==> config.mk <==
export PLATFORM = sky130hd
export DESIGN_NAME = mimo_byte_merger
export DESIGN_NICKNAME = d
export VERILOG_FILES = /design/src/rtl/rx_pkg.sv /design/src/rtl/lane_fifo.sv /design/src/rtl/mimo_byte_merger.sv
export SDC_FILE = /design/constraint.sdc
export NUM_CORES = 1
export LEC_CHECK = 0
export BUFFER_PORTS_ARGS = -buffer_cell sky130_fd_sc_hd__buf_2
export CELL_PAD_IN_SITES_DETAIL_PLACEMENT = 0
export CELL_PAD_IN_SITES_GLOBAL_PLACEMENT = 2
export CORE_MARGIN = 1
export CORE_UTILIZATION = 50
export CTS_CLUSTER_SIZE = 14
export DETAILED_ROUTE_END_ITERATION = 8
export PLACE_DENSITY = 0.94
export SYNTH_ARGS = -nofsm -noshare
export SYNTH_HDL_FRONTEND = slang
export SYNTH_SLANG_ARGS = --single-unit
==> constraint.sdc <==
create_clock -name clk -period 8.7 [get_ports clk]
set_input_delay 1.74 -clock clk [delete_from_list [all_inputs] [get_ports clk]]
set_output_delay 1.74 -clock clk [all_outputs]
set_load 0.02 [all_outputs]
==> src/rtl/rx_pkg.sv <==
// rtl/rx_pkg.sv - shared lane count, byte width, frame states and lane FIFO entry layout
package rx_pkg;

    localparam int LANES  = 4;
    localparam int BYTE_W = 8;

    typedef enum logic [1:0] {
        IDLE   = 2'd0,
        ACTIVE = 2'd1,
        DRAIN  = 2'd2
    } frame_state_t;

    typedef struct packed {
        logic              sof;
        logic [BYTE_W-1:0] data;
    } lane_entry_t;

endpackage

==> src/rtl/lane_fifo.sv <==
// rtl/lane_fifo.sv - per-lane synchronous FIFO with the head entry visible combinationally
// A write is still taken when full provided the head is popped in the same cycle.
module lane_fifo #(
    parameter int DEPTH = 8,
    parameter int W     = 9
) (
    input  logic         clk,
    input  logic         rst,
    input  logic         i_wr_en,
    input  logic [W-1:0] i_wr_data,
    input  logic         i_rd_en,
    output logic [W-1:0] o_rd_data,
    output logic         o_empty,
    output logic         o_full
);

    localparam int AW = $clog2(DEPTH);

    logic [W-1:0] r_mem [DEPTH];
    logic [AW:0]  r_wr_ptr;
    logic [AW:0]  r_rd_ptr;
    logic         w_do_wr;
    logic         w_do_rd;

    // Extra pointer MSB distinguishes full from empty when the indices match.
    assign o_empty   = (r_wr_ptr == r_rd_ptr);
    assign o_full    = (r_wr_ptr[AW] != r_rd_ptr[AW]) && (r_wr_ptr[AW-1:0] == r_rd_ptr[AW-1:0]);
    assign w_do_rd   = i_rd_en & ~o_empty;
    assign w_do_wr   = i_wr_en & (~o_full | w_do_rd);
    assign o_rd_data = r_mem[r_rd_ptr[AW-1:0]];

    always_ff @(posedge clk) begin
        if (rst) begin
            r_wr_ptr <= '0;
            r_rd_ptr <= '0;
        end else begin
            if (w_do_wr) r_wr_ptr <= r_wr_ptr + (AW+1)'(1);
            if (w_do_rd) r_rd_ptr <= r_rd_ptr + (AW+1)'(1);
        end
    end

    always_ff @(posedge clk) begin
        if (w_do_wr) r_mem[r_wr_ptr[AW-1:0]] <= i_wr_data;
    end

endmodule

==> src/rtl/mimo_byte_merger.sv <==
// rtl/mimo_byte_merger.sv - merges four demapper byte lanes round-robin into one stream
// Per-lane drop and handshake counters exist only when MIMO_MERGER_STATS_EN is defined.
module mimo_byte_merger #(
    parameter int FIFO_DEPTH = 8,
    parameter int BYTE_W     = 8
) (
    input  logic              clk,
    input  logic              rst,
    input  logic [BYTE_W-1:0] bits_in_0,
    input  logic [BYTE_W-1:0] bits_in_1,
    input  logic [BYTE_W-1:0] bits_in_2,
    input  logic [BYTE_W-1:0] bits_in_3,
    input  logic              bits_valid_0,
    input  logic              bits_valid_1,
    input  logic              bits_valid_2,
    input  logic              bits_valid_3,
    input  logic              sync_found_combined,
    output logic [BYTE_W-1:0] out_data,
    output logic [1:0]        out_lane,
    output logic              out_sof,
    output logic              out_valid,
    input  logic              out_ready,
    output logic [3:0]        overflow,
    output logic              frame_active
`ifdef MIMO_MERGER_STATS_EN
    ,
    output logic [15:0]       drop_cnt_0,
    output logic [15:0]       drop_cnt_1,
    output logic [15:0]       drop_cnt_2,
    output logic [15:0]       drop_cnt_3,
    output logic [31:0]       byte_cnt
`endif
);
    import rx_pkg::*;

    frame_state_t      r_state, w_next_state;
    logic              r_sync_d;
    logic [LANES-1:0]  r_arm;
    logic [LANES-1:0]  r_overflow;
    logic [1:0]        r_rr_ptr;
    logic [BYTE_W-1:0] r_out_data;
    logic [1:0]        r_out_lane;
    logic              r_out_sof;
    logic              r_out_valid;

    logic              w_rise, w_fall, w_wr_window, w_load_en, w_found;
    logic [1:0]        w_grant;
    logic [LANES-1:0]  w_valid, w_empty, w_full, w_pop, w_accept, w_drop;
    logic [BYTE_W-1:0] w_bytes [LANES];
    lane_entry_t       w_wr_entry [LANES];
    lane_entry_t       w_rd_entry [LANES];

    assign w_rise      = sync_found_combined & ~r_sync_d;
    assign w_fall      = ~sync_found_combined & r_sync_d;
    assign w_wr_window = (r_state == ACTIVE) | w_rise;
    assign w_load_en   = ~r_out_valid | out_ready;
    assign w_valid     = {bits_valid_3, bits_valid_2, bits_valid_1, bits_valid_0};
    assign w_bytes[0]  = bits_in_0;
    assign w_bytes[1]  = bits_in_1;
    assign w_bytes[2]  = bits_in_2;
    assign w_bytes[3]  = bits_in_3;

    always_ff @(posedge clk) begin
        if (rst) r_state <= IDLE;
        else     r_state <= w_next_state;
    end

    // A re-rise while draining wins over the drain-complete exit.
    always_comb begin
        w_next_state = r_state;
        case (r_state)
            IDLE:    if (w_rise) w_next_state = ACTIVE;
            ACTIVE:  if (w_fall) w_next_state = DRAIN;
            DRAIN: begin
                if (w_rise)                          w_next_state = ACTIVE;
                else if (&w_empty && !r_out_valid)   w_next_state = IDLE;
            end
            default: w_next_state = IDLE;
        endcase
    end

    always_comb begin
        frame_active = 1'b0;
        if (r_state == ACTIVE) frame_active = 1'b1;
    end

    // r_rr_ptr names the lane scanned first; it moves one past each grant.
    always_comb begin
        logic [1:0] v_idx;
        w_found = 1'b0;
        w_grant = 2'd0;
        v_idx   = 2'd0;
        for (int k = 0; k < LANES; k++) begin
            v_idx = r_rr_ptr + 2'(k);
            if (!w_found && !w_empty[v_idx]) begin
                w_found = 1'b1;
                w_grant = v_idx;
            end
        end
    end

    always_comb begin
        w_pop    = '0;
        w_accept = '0;
        w_drop   = '0;
        for (int i = 0; i < LANES; i++) begin
            w_pop[i]    = w_load_en & w_found & (w_grant == 2'(i));
            w_accept[i] = w_wr_window & w_valid[i] & (~w_full[i] | w_pop[i]);
            w_drop[i]   = w_wr_window & w_valid[i] & w_full[i] & ~w_pop[i];
        end
    end

    for (genvar g = 0; g < LANES; g++) begin : g_lane
        assign w_wr_entry[g] = '{sof: r_arm[g] | w_rise, data: w_bytes[g]};

        lane_fifo #(
            .DEPTH (FIFO_DEPTH),
            .W     ($bits(lane_entry_t))
        ) u_fifo (
            .clk       (clk),
            .rst       (rst),
            .i_wr_en   (w_accept[g]),
            .i_wr_data (w_wr_entry[g]),
            .i_rd_en   (w_pop[g]),
            .o_rd_data (w_rd_entry[g]),
            .o_empty   (w_empty[g]),
            .o_full    (w_full[g])
        );
    end

    always_ff @(posedge clk) begin
        if (rst) begin
            r_sync_d    <= 1'b0;
            r_arm       <= '0;
            r_overflow  <= '0;
            r_rr_ptr    <= 2'd0;
            r_out_data  <= '0;
            r_out_lane  <= 2'd0;
            r_out_sof   <= 1'b0;
            r_out_valid <= 1'b0;
        end else begin
            r_sync_d   <= sync_found_combined;
            r_overflow <= r_overflow | w_drop;
            r_arm      <= (w_rise ? {LANES{1'b1}} : r_arm) & ~w_accept;
            if (w_load_en) begin
                r_out_valid <= w_found;
                if (w_found) begin
                    r_out_data <= w_rd_entry[w_grant].data;
                    r_out_sof  <= w_rd_entry[w_grant].sof;
                    r_out_lane <= w_grant;
                    r_rr_ptr   <= w_grant + 2'd1;
                end
            end
        end
    end

    assign out_data  = r_out_data;
    assign out_lane  = r_out_lane;
    assign out_sof   = r_out_sof;
    assign out_valid = r_out_valid;
    assign overflow  = r_overflow;

`ifdef MIMO_MERGER_STATS_EN
    logic [15:0] r_drop_cnt [LANES];
    logic [31:0] r_byte_cnt;

    always_ff @(posedge clk) begin
        if (rst) begin
            for (int i = 0; i < LANES; i++) r_drop_cnt[i] <= '0;
            r_byte_cnt <= '0;
        end else begin
            for (int i = 0; i < LANES; i++) begin
                if (w_drop[i] && r_drop_cnt[i] != 16'hFFFF) r_drop_cnt[i] <= r_drop_cnt[i] + 16'd1;
            end
            if (r_out_valid && out_ready) r_byte_cnt <= r_byte_cnt + 32'd1;
        end
    end

    assign drop_cnt_0 = r_drop_cnt[0];
    assign drop_cnt_1 = r_drop_cnt[1];
    assign drop_cnt_2 = r_drop_cnt[2];
    assign drop_cnt_3 = r_drop_cnt[3];
    assign byte_cnt   = r_byte_cnt;
`endif

endmodule
==> metrics.md <==
| Metric | Value |
|---|---|
| Outcome | complete, no violations |
| Clock power share | between 30 and 40% |
| Post-cts hold buffer count | 0 |
| CTS Root Cell | clkbuf_16 |
| Placed instance count | 1226 |
| Synth-to-Final Area Change | 13.52% |
| WL final | 28150 um |
| DRT Pass-1 Iters | 4 |
| Post-synth ARST share | 0% |
| Filler cells | about 2100 |
| Initial Util | 51.19% |
| WP data required | around 8800 ps |
| Fmax | 228.4 MHz |
| Worst Path Class, Setup | primary input to flip-flop |
| Relative slew slack | 27.49% |
| Met3 WL | 1530 um |
| Power per Cell Area | 282.8 nW/um2 |
| Synth Warn # | 0 |
| Worst skew pair latency | roughly 520 ps |
| Maximum buffer depth of the clock tree | 3 |
| Clock transition at path regs | 60 ps |
| Metal2 WL | 12890 um |
| Fin cells | ~1300 |
| H-tree levels | 2 |
| Site row count | 61 |
| First-pass GRT wire length | 42640 um |
| Comb pwr share | approximately a quarter |
| Top layer reached by signal wires | met5 |
| Core region area | ~28000 um2 |
| Worst setup path startpoint | out_ready |
| Hold WS | 495.7 ps |
| TritonCTS clock tree | yes |
| Commonest non-fill, non-tap cell in the layout | edfxtp_1 |
| Peak VDD IR | 133.9 uV |
| Final Max Tran Viols | 0 |
| DP Area | 15090 um2 |
| I/O Buffers | 56 |
| CP Cell Sequence | buf_2, nor2b_1, nor2_2, a31oi_2, nor2_1, nor4bb_2 |
| Tmin final | about 4400 ps |
| Total power | 4.604 mW |
| Synth top area cells | edfxtp_1 60%, mux4_2 11%, dfxtp_1 9.6% |
| Crit path max-delay cell type | nor4bb_2 |
| Vias | roughly 7400 |
| Post-layout nets | 934 |
| Hold wc startpoint | out_data[1]$_SDFFE_PP0N_ |
| Final clock skew | 25.70 ps |
| Die Wd | 171.4 um |
| Average instance area after synthesis | about 18 um2 |
| Post-route cell area | 16280 um2 |
| Post-synth top area share | 60.31% |
| Resize count post-CTS | 0 |
| Commonest non-fill, non-tap cells in the layout | 288 x edfxtp_1, 72 x mux4_2, 69 x dfxtp_1, 60 x nor2_1, 60 x mux2i_1 |
| RSZ-0062 raised after global routing | no |
| Cells after Synth | approximately 820 |
| Count of cell types in the netlist | between 60 and 70 |
| Worst-path fanout max | 19 |
| Setup crit start kind | primary input |
| Slew @ Worst Pin | 1079 ps |
| Total grt overflow | 0 |
| CTS Sinks | 357 |
| Vias in the first global route | 7285 |
| Setup crit end kind | flip-flop |
| All-Layer GR Usage | 19.65% |
| RD Place Congestion | between 0.8 and 0.9 |
| Reg2reg start | g_lane[1].u_fifo.r_wr_ptr[0]$_SDFFE_PP0P_ |
| Iteration-0 DRC Markers | 683 |
| Chip height | 171.4 um |
| Register bit total from synthesis | about 360 |
| Total leakage power | 5.362 nW |
| Cell-internal power | 3.282 mW |
| Cell Area, Synth | 14340 um2 |
| Layout cell share with drive strength beyond 1 | around a quarter |
| Register area share after synthesis | 69.94% |
| Setup TNS | 0 ps |
| Top cell type by total area after synthesis | edfxtp_1 |
| Setup bufs post-CTS | 0 |
| Hpwl dp | 18400 um |
| Post-synth EDFFs | 288 |
| DR vias/cell | 5.692 |
| Initial antenna violation count | 1 |
| Number of diodes | 0 |
| Final hold violations | 0 |
| Sequential share of power | 43.8% |
| Psw | 1.323 mW |
| Syn Nets | 866 |
| Top Ports | 57 |
| Largest net degree at the start of global routing | 72 |
| Hold/Removal Path Class | flip-flop to flip-flop |
| Routed WL per cell | 21.79 um |
| Main synth FF type | edfxtp_1 |
| Critical path arrival | 4510 ps |
| Final setup vio count | 0 |
| Period utilization | 50.33% |
| Max-Cap Viols | 0 |
| CTS buffer count | 36 |
| Met1 wire length | about 13000 um |
| CP peak stage delay | approximately 960 ps |
| Die footprint | approximately 30000 um2 |
| Antenna-violating nets left | 0 |
| Switching part of the total power | 28.72% |
| Number of remaining DRC errors | 0 |
-- state kept, by name, summed over array words and instances, names as in the netlist, named ones only --
| signal | cells |
|---|---|
| out_valid | 1 |
| r_rr_ptr | 2 |
| g_lane.u_fifo.r_rd_ptr | 16 |
| out_sof | 1 |
| overflow | 4 |
| out_data | 8 |
| r_sync_d | 1 |
| r_arm | 4 |
| g_lane.u_fifo.r_mem | 288 |
| out_lane | 2 |
| r_state | 2 |
| g_lane.u_fifo.r_wr_ptr | 16 |
-- final timing paths --
kind                                            end  slack, ps  depth (start not counted)
max          g_lane[0].u_fifo.r_mem[2][4]$_DFFE_PP_       4320                          6
min                        out_data[1]$_SDFFE_PP0N_        500                          2
max reg2reg  g_lane[0].u_fifo.r_mem[2][4]$_DFFE_PP_       4380                          7
min reg2reg                out_data[1]$_SDFFE_PP0N_        500                          2
-- power by group through the flow --
stage	combinational (mW)	clock [mW]	sequential (mW)
2_1_floorplan	0.805	0	2.03
3_3_place_gp	1.06	0	2.05
3_5_place_dp	1.07	0	2.05
6_report	1.07	1.52	2.02
4_1_cts	1.07	1.54	2.02
5_1_grt	1.15	1.61	2.03
-- area by class of cell --
cell class | count | area (um2) | share of cell area [%]
flip-flops and latches | 357 | 10030 | 61.61
multi-input cells | 408 | 4131 | 25.38
clock buffers | 53 | 1086 | 6.671
well taps | 378 | 473.0 | 2.905
repair buffers | 76 | 430.4 | 2.644
clock inverters | 13 | 102.6 | 0.6302
inverters | 7 | 26.28 | 0.1614
-- critical path: cells and delay by family --
kind | cells | cell delay [ps]
AND/OR/NAND/NOR | 4 | 2260
buffers and inverters | 1 | 110
AO/OA/AOI/OAI | 1 | 390
-- per-layer routing --
metal | GRT usage [%] | vias to the layer above
li1 | - | 3379
met1 | 29.24 | 3734
met2 | 29.62 | 194
met3 | 3.636 | 45
met4 | 5.707 | 2
met5 | 0 | -
-- cell usage after synthesis (all sizes together) (8+ instances only) --
library cell / number
nor2b: 11
edfxtp: 288
nor3: 22
nand2b: 13
nor4: 8
o22ai: 10
nand3: 9
mux4: 72
nor2: 61
dfxtp: 69
xnor2: 15
xor2: 13
nand2: 17
clkbuf: 22
mux2i: 60
buf: 24
ha: 8
a21oi: 9
nor4b: 8
-- kinds of logic (layout without fill, tap and decap cells) --
| family | Yosys count | count (layout) | synth area share (%) |
|---|---|---|---|
| muxes | 138 | 138 | 15.97 |
| adders and majority gates | 8 | 8 | 0.6980 |
| and+or+nand+nor | 184 | 184 | 7.312 |
| DFF | 357 | 357 | 69.94 |
| buffers and inverters | 53 | 149 | 1.675 |
| AOI/OAI and AO/OA | 50 | 50 | 2.644 |
| xor gates and xnor gates | 28 | 28 | 1.763 |
-- through the flow --
step | util, % | setup slack (ps)
after global placement | 53.87 | 3996
after detailed placement | 53.87 | 3937
after CTS | 58.12 | 4389
final | 58.12 | 4321
after global routing | 58.12 | 4110
after floorplan | - | 4587
Power figures use the tool's default switching activity.
